[config.mk]
export PLATFORM = sky130hd
export DESIGN_NAME = vector_mem_sequencer_flat
export DESIGN_NICKNAME = d
export VERILOG_FILES = /design/src/rtl/vector_mem_sequencer_if.sv /design/src/rtl/vector_mem_sequencer.sv /design/src/flat_wrapper.sv
export SDC_FILE = /design/constraint.sdc
export NUM_CORES = 1
export LEC_CHECK = 0
export CORE_ASPECT_RATIO = 1.1
export CORE_MARGIN = 1.5
export CORE_UTILIZATION = 48
export CTS_CLUSTER_DIAMETER = 150
export DETAILED_ROUTE_END_ITERATION = 8
export PLACE_DENSITY_LB_ADDON = 0.15
export SLEW_MARGIN = 20
export SYNTH_ARGS = -nofsm -noshare
export SYNTH_HDL_FRONTEND = slang
export SYNTH_SLANG_ARGS = --single-unit
[constraint.sdc]
create_clock -name clk -period 3.06 [get_ports clk]
set_input_delay 0.306 -clock clk [delete_from_list [all_inputs] [get_ports clk]]
set_output_delay 0.306 -clock clk [all_outputs]
set_load 0.02 [all_outputs]
[src/rtl/vector_mem_sequencer_if.sv]
// Bundle between decoder/data-memory side and the vector memory sequencer.
// master = decoder and memory environment, slave = sequencer.
interface vector_mem_sequencer_if #(
  parameter int LANES  = 4,
  parameter int DATA_W = 32,
  parameter int ADDR_W = 32
);
  logic                    start;
  logic                    is_store;
  logic [ADDR_W-1:0]       base_addr;
  logic [7:0]              stride;
  logic [LANES*DATA_W-1:0] store_vec;
  logic                    stall;
  logic                    busy;
  logic [ADDR_W-1:0]       mem_addr;
  logic                    mem_we;
  logic [DATA_W-1:0]       mem_wdata;
  logic [DATA_W-1:0]       mem_rdata;
  logic [LANES*DATA_W-1:0] load_vec;
  logic                    vreg_we;
  logic                    done;

  modport master (
    output start, is_store, base_addr, stride, store_vec, mem_rdata,
    input  stall, busy, mem_addr, mem_we, mem_wdata, load_vec, vreg_we, done
  );

  modport slave (
    input  start, is_store, base_addr, stride, store_vec, mem_rdata,
    output stall, busy, mem_addr, mem_we, mem_wdata, load_vec, vreg_we, done
  );
endinterface

[src/rtl/vector_mem_sequencer.sv]
// Runs vector load/store as one memory access per lane; store LANES+1, load LANES+2 cycles.
// No backpressure: stall freezes fetch while busy, start outside IDLE is dropped.
module vector_mem_sequencer #(
  parameter int LANES  = 4,
  parameter int DATA_W = 32,
  parameter int ADDR_W = 32
) (
  input logic                  clk,
  input logic                  rst,
  vector_mem_sequencer_if.slave bus
);
  localparam logic [1:0] S_IDLE  = 2'd0;
  localparam logic [1:0] S_ISSUE = 2'd1;
  localparam logic [1:0] S_DRAIN = 2'd2;
  localparam logic [1:0] S_DONE  = 2'd3;
  localparam int IW = (LANES > 1) ? $clog2(LANES) : 1;

  logic [1:0]        state;
  logic [IW-1:0]     lane;
  logic              st_q;
  logic [ADDR_W-1:0] addr_q;
  logic [ADDR_W-1:0] stride_q;
  logic [DATA_W-1:0] st_lane [LANES];
  logic [DATA_W-1:0] ld_lane [LANES];
  logic              issuing;

  always_ff @(posedge clk or negedge rst) begin
    if (!rst) begin
      state    <= S_IDLE;
      lane     <= '0;
      st_q     <= 1'b0;
      addr_q   <= '0;
      stride_q <= '0;
      for (int l = 0; l < LANES; l++) begin
        st_lane[l] <= '0;
        ld_lane[l] <= '0;
      end
    end else begin
      case (state)
        S_IDLE: begin
          if (bus.start) begin
            state    <= S_ISSUE;
            lane     <= '0;
            st_q     <= bus.is_store;
            addr_q   <= bus.base_addr;
            stride_q <= ADDR_W'(bus.stride);
            for (int l = 0; l < LANES; l++)
              st_lane[l] <= bus.store_vec[l*DATA_W +: DATA_W];
          end
        end
        S_ISSUE: begin
          // Read data lags its address by one cycle, so this cycle's rdata belongs to lane-1.
          if (!st_q && lane != '0)
            ld_lane[lane - IW'(1)] <= bus.mem_rdata;
          addr_q <= addr_q + stride_q;
          if (lane == IW'(LANES-1)) begin
            lane  <= '0;
            state <= st_q ? S_DONE : S_DRAIN;
          end else begin
            lane <= lane + IW'(1);
          end
        end
        S_DRAIN: begin
          ld_lane[LANES-1] <= bus.mem_rdata;
          state            <= S_DONE;
        end
        S_DONE:  state <= S_IDLE;
        default: state <= S_IDLE;
      endcase
    end
  end

  assign issuing = (state == S_ISSUE);

  always_comb begin
    bus.stall     = rst && ((state == S_IDLE && bus.start) || state == S_ISSUE || state == S_DRAIN);
    bus.busy      = (state != S_IDLE);
    bus.mem_addr  = issuing ? addr_q : '0;
    bus.mem_we    = issuing && st_q;
    bus.mem_wdata = (issuing && st_q) ? st_lane[lane] : '0;
    bus.done      = (state == S_DONE);
    bus.vreg_we   = (state == S_DONE) && !st_q;
  end

  for (genvar g = 0; g < LANES; g++) begin : g_pack
    assign bus.load_vec[g*DATA_W +: DATA_W] = ld_lane[g];
  end
endmodule

[src/flat_wrapper.sv]
// flat-port wrapper written by rule: the top's interface ports become plain ports
module vector_mem_sequencer_flat 
#(
  parameter int LANES  = 4,
  parameter int DATA_W = 32,
  parameter int ADDR_W = 32
)
  (clk, rst, bus_start, bus_is_store, bus_base_addr, bus_stride, bus_store_vec, bus_mem_rdata, bus_stall, bus_busy, bus_mem_addr, bus_mem_we, bus_mem_wdata, bus_load_vec, bus_vreg_we, bus_done);
  vector_mem_sequencer_if #(.LANES(LANES), .DATA_W(DATA_W), .ADDR_W(ADDR_W)) bus_i ();
  input logic clk;
  input logic rst;
  input wire logic [$bits(bus_i.start)-1:0] bus_start;
  input wire logic [$bits(bus_i.is_store)-1:0] bus_is_store;
  input wire logic [$bits(bus_i.base_addr)-1:0] bus_base_addr;
  input wire logic [$bits(bus_i.stride)-1:0] bus_stride;
  input wire logic [$bits(bus_i.store_vec)-1:0] bus_store_vec;
  input wire logic [$bits(bus_i.mem_rdata)-1:0] bus_mem_rdata;
  output wire logic [$bits(bus_i.stall)-1:0] bus_stall;
  output wire logic [$bits(bus_i.busy)-1:0] bus_busy;
  output wire logic [$bits(bus_i.mem_addr)-1:0] bus_mem_addr;
  output wire logic [$bits(bus_i.mem_we)-1:0] bus_mem_we;
  output wire logic [$bits(bus_i.mem_wdata)-1:0] bus_mem_wdata;
  output wire logic [$bits(bus_i.load_vec)-1:0] bus_load_vec;
  output wire logic [$bits(bus_i.vreg_we)-1:0] bus_vreg_we;
  output wire logic [$bits(bus_i.done)-1:0] bus_done;
  assign bus_i.start = bus_start;
  assign bus_i.is_store = bus_is_store;
  assign bus_i.base_addr = bus_base_addr;
  assign bus_i.stride = bus_stride;
  assign bus_i.store_vec = bus_store_vec;
  assign bus_i.mem_rdata = bus_mem_rdata;
  assign bus_stall = bus_i.stall;
  assign bus_busy = bus_i.busy;
  assign bus_mem_addr = bus_i.mem_addr;
  assign bus_mem_we = bus_i.mem_we;
  assign bus_mem_wdata = bus_i.mem_wdata;
  assign bus_load_vec = bus_i.load_vec;
  assign bus_vreg_we = bus_i.vreg_we;
  assign bus_done = bus_i.done;
  vector_mem_sequencer #(.LANES(LANES), .DATA_W(DATA_W), .ADDR_W(ADDR_W)) u_core (.clk(clk), .rst(rst), .bus(bus_i));
endmodule
# Word level (Yosys, flattened, before mapping)
# Index checks and enable logic that the tools add are counted.
classes:
  n_lt_le_gt_ge: 3
  mux: 19
  n_addsub: 3
  bitwise_logic: 2
  eq_ne: 7
  n_reduce_logical: 19
op_table:
  columns: ["cell", "n"]
  rows:
  - ["32-bit 2-to-1 mux", 7]
  - ["128-bit bitwise mux", 1]
  - ["32-bit case mux with 2 select lines", 2]
  - ["32-bit binary-select mux with 2-bit select", 1]
  - ["32-bit demux with 2-bit select", 1]
  - ["32-bit by 8-bit adder with 32-bit output", 1]
  - ["2-bit AND reduction", 5]
  - ["2-bit 2-to-1 mux", 4]
  - ["2-bit case mux with 4 select lines", 1]
  - ["2-bit nonzero test", 4]
  - ["2-bit == test, second input constant", 3]
  - ["3-bit greater-or-equal comparator, second input constant", 2]
  - ["1-bit logical AND", 6]
  - ["2-bit inequality test, second input constant", 3]
  - ["2-bit NOT with 3-bit output", 2]
  - ["2-bit case mux with 2 select lines", 1]
  - ["3-bit by 1-bit < comparator with 1-bit output, second input constant", 1]
  - ["2-bit by 1-bit adder with 2-bit output, second input constant", 1]
  - ["2-bit by 1-bit == test with 1-bit output, second input constant", 1]
  - ["2-bit zero test", 1]
  - ["1-bit logical OR", 2]
  - ["2-bit by 1-bit subtractor with 2-bit output, second input constant", 1]
  - ["1-bit zero test", 1]
  - ["1-bit 2-to-1 mux", 1]
totals:
  inputBits: 204
  out_inout_bits: 197
  reg_bits: 301
  elab_cells: 66

# Longest topological paths before layout
# Gate-level depths: netlist of the first run.
depth:
  ltp_word: 9
  ltp_mapped: 9
  mapped_depth_nobuf: 8

# Least setup slack after synthesis of the first run
# No wires, ideal clock.
synth_path:
  kind: "register -> register"
  from: "register u_core.lane[0]"
  to: "register u_core.ld_lane, in the netlist u_core.bus.load_vec[10]"
  path_stages_with_launch: 10
  slack_ns: 0.415
  path_buffers: 4
  t_arrival_ns: 2.520
  required_ns: 2.935
  setup_ns: 0.125
  path_cell_list: "dfrtp_1 > clkbuf_1 > buf_2 > inv_1 > ha_1 > nor2_1 > and3_1 > clkbuf_1 > buf_1 > mux2_2"
synth_between:
  elab_chain_len: 7
  elab_cells_between_ends: 11
  classes_between: "1 x add/sub; 2 x order compare; 3 x mux; 1 x bitwise; 4 x reduce/logical"
synth_lines:
  columns: ["item", "line", "rtl"]
  rows:
  - ["start: declaration", "vector_mem_sequencer.sv:19", "logic [IW-1:0] lane;"]
  - ["start signal: assignment", "vector_mem_sequencer.sv:60", "lane <= lane + IW'(1);"]
  - ["2-bit by 1-bit subtractor with 2-bit output", "vector_mem_sequencer.sv:54", "ld_lane[lane - IW'(1)] <= bus.mem_rdata;"]
  - ["2-bit NOT with 3-bit output (implied by the code)", "vector_mem_sequencer.sv:54", null]
  - ["3-bit greater-or-equal comparator (implied by the code) or 3-bit by 1-bit < comparator with 1-bit output (tied branches)", "vector_mem_sequencer.sv:54", null]
  - ["1-bit logical AND (implied by the code)", "vector_mem_sequencer.sv:54", null]
  - ["32-bit 2-to-1 mux (implied by the code)", "vector_mem_sequencer.sv:54", null]
  - ["32-bit demux with 2-bit select", "vector_mem_sequencer.sv:54", null]
  - ["128-bit bitwise mux", "vector_mem_sequencer.sv:54", null]
  - ["end signal: indexed assignment", "vector_mem_sequencer.sv:54", null]
  - ["end signal: indexed assignment", "vector_mem_sequencer.sv:64", "ld_lane[LANES-1] <= bus.mem_rdata;"]
  - ["end: declaration", "vector_mem_sequencer.sv:24", "logic [DATA_W-1:0] ld_lane [LANES];"]
# Parallel ways exist; a longest one is shown, timed or not.
# A chain may end at the register's enable or synchronous reset.

# Worst setup path in the final report of the first run
layout_path:
  from: "register u_core.state[1]"
  to: "output port bus_mem_addr[30]"
layout_between:
  elab_chain_len: 2
layout_lines:
  columns: ["item", "line", "rtl"]
  rows:
  - ["start: declaration", "vector_mem_sequencer.sv:18", "logic [1:0] state;"]
  - ["start signal: assignment", "vector_mem_sequencer.sv:58", "state <= st_q ? S_DONE : S_DRAIN;"]
  - ["2-bit by 1-bit == test with 1-bit output", "vector_mem_sequencer.sv:73", "assign issuing = (state == S_ISSUE);"]
  - ["32-bit 2-to-1 mux", "vector_mem_sequencer.sv:78", "bus.mem_addr = issuing ? addr_q : '0;"]
  - ["end: declaration", "flat_wrapper.sv:20", "output wire logic [$bits(bus_i.mem_addr)-1:0] bus_mem_addr;"]
# Every way passes these cells.

==> results of run 1 <==
==> layer usage <==
layer	vias up	wire (um)	track usage (%)
met5	-	13	0
met2	365	18500	42.0
li1	4452	-	-
met3	67	3090	7.18
met4	2	1180	9.02
met1	4919	13900	30.0
==> registers in the layout, summed over array words and instances (netlist names) <==
register and count:
u_core.lane 2, u_core.bus.load_vec 128, u_core.stride_q 8, u_core.state 2, u_core.st_q 1, u_core.addr_q 32
u_core.st_lane 128
==> where the power goes <==
| part | leakage (uW) | total, uW | internal [uW] | switching, uW |
|---|---|---|---|---|
| sequential | 0.00375 | 6690 | 5640 | 1050 |
| combinational | 0.00430 | 8490 | 4520 | 3970 |
| clock | 0.000506 | 3710 | 2190 | 1510 |
==> path summary, 6_finish.rpt <==
path,slack [ps],end,cells past startpoint,start
worst max-delay path,100,bus_mem_addr[30],6,u_core.state[1]
worst min-delay path,200,u_core.bus.load_vec[37],2,rst
worst max register to register,390,u_core.addr_q[28],8,u_core.addr_q[0]
worst min register to register,500,u_core.bus.load_vec[124],1,u_core.bus.load_vec[124]
max in group asynchronous,1560,u_core.addr_q[4],3,rst
min in group clk,340,u_core.addr_q[29],3,bus_base_addr[29]
==> cell usage after synthesis (5+ instances only) <==
cell type  number  area share, %
dfrtp_1       301             55
mux2_2        269             22
nand2_1        41            1.1
clkbuf_1       40            1.1
nor2b_1        35            1.6
mux4_2         32            5.2
and2_1         30            1.4
nor2_1         28           0.77
a21oi_1        23           0.84
o21ai_0        19           0.69
ha_1           17            1.5
buf_1          16           0.44
inv_1          16           0.44
mux2i_1        11           0.80
nand3_1        11           0.40
o22ai_1        10           0.46
and3_1          8           0.36
nor3_1          8           0.29
a21o_1          6           0.33
nor4_1          6           0.27
xnor2_1         6           0.38
a31oi_1         5           0.23
buf_2           5           0.18
o211ai_1        5           0.27
==> cell type report <==
cell class / instances / share of cell area, %
Clock inverter: 7 / 0.310
Timing Repair Buffer: 426 / 22.6
Multi-Input combinational cell: 626 / 30.5
Inverter: 18 / 0.368
Sequential cell: 301 / 38.9
Antenna cell: 7 / 0.0904
Tap cell: 363 / 2.35
Clock buffer: 48 / 4.90
==> metrics by stage <==
step | power, uW | setup TNS, ps | utilization [%]
2_1_floorplan | 11900 | 0 | -
3_3_place_gp | 15000 | 0 | 65.3
3_5_place_dp | 15300 | 0 | 65.3
4_1_cts | 19000 | 0 | 69.0
5_1_grt | 20000 | -1.36 | 69.3
6_report | 18900 | 0 | 69.3
==> cells by family (layout without fill, tap and decap cells) <==
logic type                 Yosys count  count (layout)  synth area share, %
AOI/OAI and AO/OA                  107             107                 5.46
adders and majority gates           18              18                 1.70
and+or+nand+nor                    182             182                 7.15
xor gates and xnor gates             7               7                0.447
other                                0               7                    0
muxes                              312             312                 28.1
buffers and inverters               81             499                 2.28
DFF                                301             301                 54.9
==> timing repair <==
item | 4_1_cts | 5_1_grt
resized for setup | 9 | 29
hold buffers | 1 | 0
endpoints found under the setup margin | 25 | 46
endpoints found under the hold margin | 24 | 0
==> impl_metrics.yaml, run 1 <==
timing:
  hold_viol: 0
  setup_ws_ps: 96.5
  final.min_clock_period_ps: 2960
  whs_ps: 203
  tightest_slew_ps: 1100
  fin_crit_sh_pct: 96.8
  setup_viol_count_final: 0
  slew_headroom_pct: 26.4
  fin_skew_ps: 10.0
  drv_slew: 0
  rsz0062_at_grt: "yes"
  fmaxAchievable_mhz: 337
routing:
  firstDrtPassIters: 5
  vias_per_cell: 5.46
  antenna_left: 0
  first_iter_violations: 510
  drt-total-wl_um: 36700
  drc: 0
  wire_per_inst_um: 20.4
  via_count: 9805
global_route:
  grt_start_max_net_pins: 173
  grtUsageTotal_pct: 24.8
  grt_antenna_before_repair: 6
  grt_first_pass_wirelength_um: 57100
  grt_pass1_vias: 10280
  grt_overflow: 0
floorplan:
  rows: 64
  start_util_pct: 49.1
  dieWidth_um: 164
  io_pins: 401
  die_area_mm2: 0.0296
  die_h_um: 180
  core_area_mm2: 0.0279
finish:
  instances_no_fill: 1796
  fin_area_mm2: 0.0194
  syn2layout_area_growth_pct: 41.1
  drive_gt1_share_pct: 27.7
  register_area_mm2: 0.00753
  fill_cells: 2070
  multiInputGateArea_mm2: 0.00590
  fin_nets: 1625
  layout_commonest_cell: "clkdlybuf4s50_1"
  layout_common_cells: "clkdlybuf4s50_1 (366), dfrtp_1 (299), mux2_2 (269), nand2_1 (41), nor2b_1 (35)"
worst_setup_path:
  crit_family: "buffers and inverters"
  crit_path_max_incr_delay_ps: 650
  worstPathArrival_ps: 2660
  cp_num_buf_inv: 4
  worst-path-max-fanout: 9
  critPathRequiredTime_ps: 2750
  critPathLaunchType: "flop"
  crit_chain: "inv_1 > ha_2 > clkinvlp_4 > buf_4 > nor2_1 > clkdlybuf4s50_1"
  cp-end-kind: "output pin"
  cp_slowest_cell: "clkdlybuf4s50_1"
  path_class: "flop to output pin"
logic_synthesis:
  ys_seq_area_share_pct: 54.9
  syn_inst: 1008
  syn_nets: 1230
  yosysWarnings: 0
  synth_edf_count: 0
  ys_types: 62
  synth-seq-cells: 301
  synth_area_mm2: 0.0137
  avgSynthCellArea_um2: 13.6
  synth-main-ff-cell: "dfrtp_1"
  async_flop_share_pct: 100
place:
  hpwl_um: 26100
  placed_area_mm2: 0.0183
  dpl_worst_slack_ps: 438
  gp_congestion: 0.916
  placement.io_buffers: 400
  post-place-cells: 1733
cts:
  clock_latency_ps: 540
  cts_buffer_depth: 3
  cts_setup_buffers: 0
  htreeDepth: 1
  cts_root_buf: "clkbuf_16"
  cts_tree: "done"
  cts_buffers: 30
  clk_pin_slew_ps: 70
  clock-sinks: 301
run_status:
  run_status: "finished clean"
power_and_ir_drop:
  p_per_area_mw_per_mm2: 976
  vdd_drop_max_mv: 0.663
  p_leak_uw: 0.00855
flow_run:
  max_cap_viol_count: 0
min_path:
  hp-class: "input port to asynchronous set/reset pin"
No activity file was read; power rests on OpenSTA's default activity.
==> run 2: changes to the inputs <==
--- a/config.mk
+++ b/config.mk
@@ -6,7 +6,6 @@
 export NUM_CORES = 1
 export LEC_CHECK = 0
 export CORE_ASPECT_RATIO = 1.1
-export CORE_MARGIN = 1.5
 export CORE_UTILIZATION = 48
 export CTS_CLUSTER_DIAMETER = 150
 export DETAILED_ROUTE_END_ITERATION = 8
==> run 2 against run 1 <==
Against the previous run: power grew 0.32%; first-iteration DRC count grew 5.7%; clock skew grew 1.7 ps; non-clock buffer count shrank 1; routed wire length shrank 0.39%; die area shrank 1.2%; clock power grew 3%; setup slack lost 23 ps; clock-buffer cell count shrank 7; sequential share of layout area grew 0.081 points; critical endpoint is now bus_stall; highest routed layer unchanged.
==> impl_metrics.yaml, run 2 (synthesized netlist as in run 1, its figures left out) <==
run_status:
  run_status: "finished clean"
cts:
  cts_buffers: 31
  htreeDepth: 1
  clk_pin_slew_ps: 70
  clock_latency_ps: 560
  cts_buffer_depth: 3
  cts_tree: "done"
  clock-sinks: 301
  cts_root_buf: "clkbuf_16"
global_route:
  grt_overflow: 0
  grt_start_max_net_pins: 137
  grtUsageMet1_pct: 29.8
  use_met3_pct: 7.57
  grtUsageTotal_pct: 24.9
  grt.busiest_layer: "met2"
  met2_usage_pct: 42.6
  grt_antenna_before_repair: 4
  grt_pass1_vias: 10114
  grt_first_pass_wirelength_um: 56200
power_and_ir_drop:
  clock_power_share_pct: 20.1
  power_frac_seq_pct: 35.2
  p_leak_uw: 0.00853
  vdd_drop_max_mv: 0.637
  p_sw_share_pct: 34.7
  switchingPower_uw: 6570
  p_per_area_mw_per_mm2: 980
  intPower_uw: 12400
  combPwrFrac_pct: 44.7
  finalPower_uw: 19000
place:
  dpl_worst_slack_ps: 481
  gp_congestion: 0.879
  placement.io_buffers: 400
  post-place-cells: 1732
  hpwl_um: 26000
worst_setup_path:
  worstPathArrival_ps: 2680
  r2r_slack_ps: 430
  path_class: "flop to output pin"
  critPathRequiredTime_ps: 2750
  worst-path-max-fanout: 17
  cp-end-kind: "output pin"
  critPathLaunchType: "flop"
timing:
  setup_ws_ps: 73.9
  slew_headroom_pct: 41.8
  drv_slew: 0
  fin_crit_sh_pct: 97.6
  whs_ps: 147
  fmaxAchievable_mhz: 335
  setup_viol_count_final: 0
  rsz0062_at_grt: "yes"
  setup_tns_ps: 0
  tightest_slew_ps: 873
  final.min_clock_period_ps: 2990
  fin_skew_ps: 11.7
  hold_viol: 0
finish:
  multiInputGateArea_mm2: 0.00591
  drive_gt1_share_pct: 27.8
  layout_common_cells: "clkdlybuf4s50_1 (373), dfrtp_1 (299), mux2_2 (269), nand2_1 (41), nor2b_1 (35)"
  instances_no_fill: 1792
  fin_nets: 1625
  syn2layout_area_growth_pct: 40.8
  register_area_mm2: 0.00754
  fill_cells: 2069
  layout_commonest_cell: "clkdlybuf4s50_1"
floorplan:
  die_h_um: 179
  dieWidth_um: 163
  rows: 64
  io_pins: 401
  core_area_mm2: 0.0279
  start_util_pct: 49.1
  die_area_mm2: 0.0293
min_path:
  hp-class: "input port to asynchronous set/reset pin"
routing:
  firstDrtPassIters: 4
  vias_per_cell: 5.41
  via_count: 9698
  wire_per_inst_um: 20.4
  antenna_left: 0
  first_iter_violations: 539
  drt-total-wl_um: 36500
  drc: 0
flow_run:
  max_cap_viol_count: 0
## run 2: changes by cell type in the layout (fill, tap and decap cells not counted), sizes merged
| cell | previous run | this run |
|---|---|---|
| dlygate4sd2 | 8 | 0 |
| clkbuf | 48 | 41 |
| clkdlybuf4s50 | 366 | 373 |
| clkinv | 7 | 12 |
| diode | 7 | 3 |
| bufinv | 1 | 3 |
| buf | 26 | 25 |
| dlymetal6s2s | 25 | 26 |
| inv | 16 | 17 |
## run 2: worst max-delay path, cell delays in order (launching register included)
cell and delay (ps):
dfrtp_1 440, inv_1 140, ha_2 360, and2_4 330, o31a_1 160, clkdlybuf4s50_1 690
## run 2: area by class of cell
| type | count | area share [%] |
|---|---|---|
| multi-input cells | 626 | 30.6 |
| repair buffers | 425 | 22.4 |
| flip-flops and latches | 301 | 39.0 |
| clock buffers | 41 | 4.52 |
| clock inverters | 15 | 0.809 |
| diodes | 3 | 0.0388 |
| well taps | 363 | 2.35 |
| inverters | 18 | 0.349 |
## run 2: path summary, 6_finish.rpt
kind / from / endpoint / depth (start not counted)
worst max-delay path: u_core.state[0] / bus_stall / 5
min in group clk: bus_base_addr[19] / u_core.addr_q[19] / 3
worst min register to register: u_core.bus.load_vec[124] / u_core.bus.load_vec[124] / 1
max in group asynchronous: rst / u_core.bus.load_vec[119] / 3
worst max register to register: u_core.stride_q[0] / u_core.addr_q[28] / 8
worst min-delay path: rst / u_core.bus.load_vec[41] / 2
## run 2: through the flow
stage               area, um2  util (%)
floorplan               13700         -
global placement        18200      65.2
detailed placement      18200      65.2
CTS                     19300      68.9
global route            19300      69.2
finish                  19300      69.2
## run 2: power groups by stage
stage               logic (uW)  clock network (uW)  registers [uW]
floorplan                 4940                   0            7000
global placement          8360                   0            6640
detailed placement        8530                   0            6730
CTS                       8580                3900            6680
global route              9080                4060            6880
finish                    8470                3810            6680
## run 2: per-layer routing
layer / vias up / share of wire (%)
met2: 323 / 51
met1: 4863 / 38
li1: 4442 / -
met5: - / 0.074
met4: 4 / 3.0
met3: 66 / 8.4
## run 2: what timing repair did
item / 4_1_cts / 5_1_grt
buffers inserted: 0 / 0
hold buffers: 1 / 0
gates cloned: 0 / 0
endpoints found under the setup margin: 2 / 28
endpoints found under the hold margin: 156 / 0
resized for setup: 2 / 26
==> run 3: changes to the inputs <==
--- a/config.mk
+++ b/config.mk
@@ -10,6 +10,7 @@
 export CTS_CLUSTER_DIAMETER = 150
 export DETAILED_ROUTE_END_ITERATION = 8
 export PLACE_DENSITY_LB_ADDON = 0.15
+export SKIP_LAST_GASP = 1
 export SLEW_MARGIN = 20
 export SYNTH_ARGS = -nofsm -noshare
 export SYNTH_HDL_FRONTEND = slang
==> results of run 3 <==
The final DEF is identical to that of run 2; final timing and power are the same.
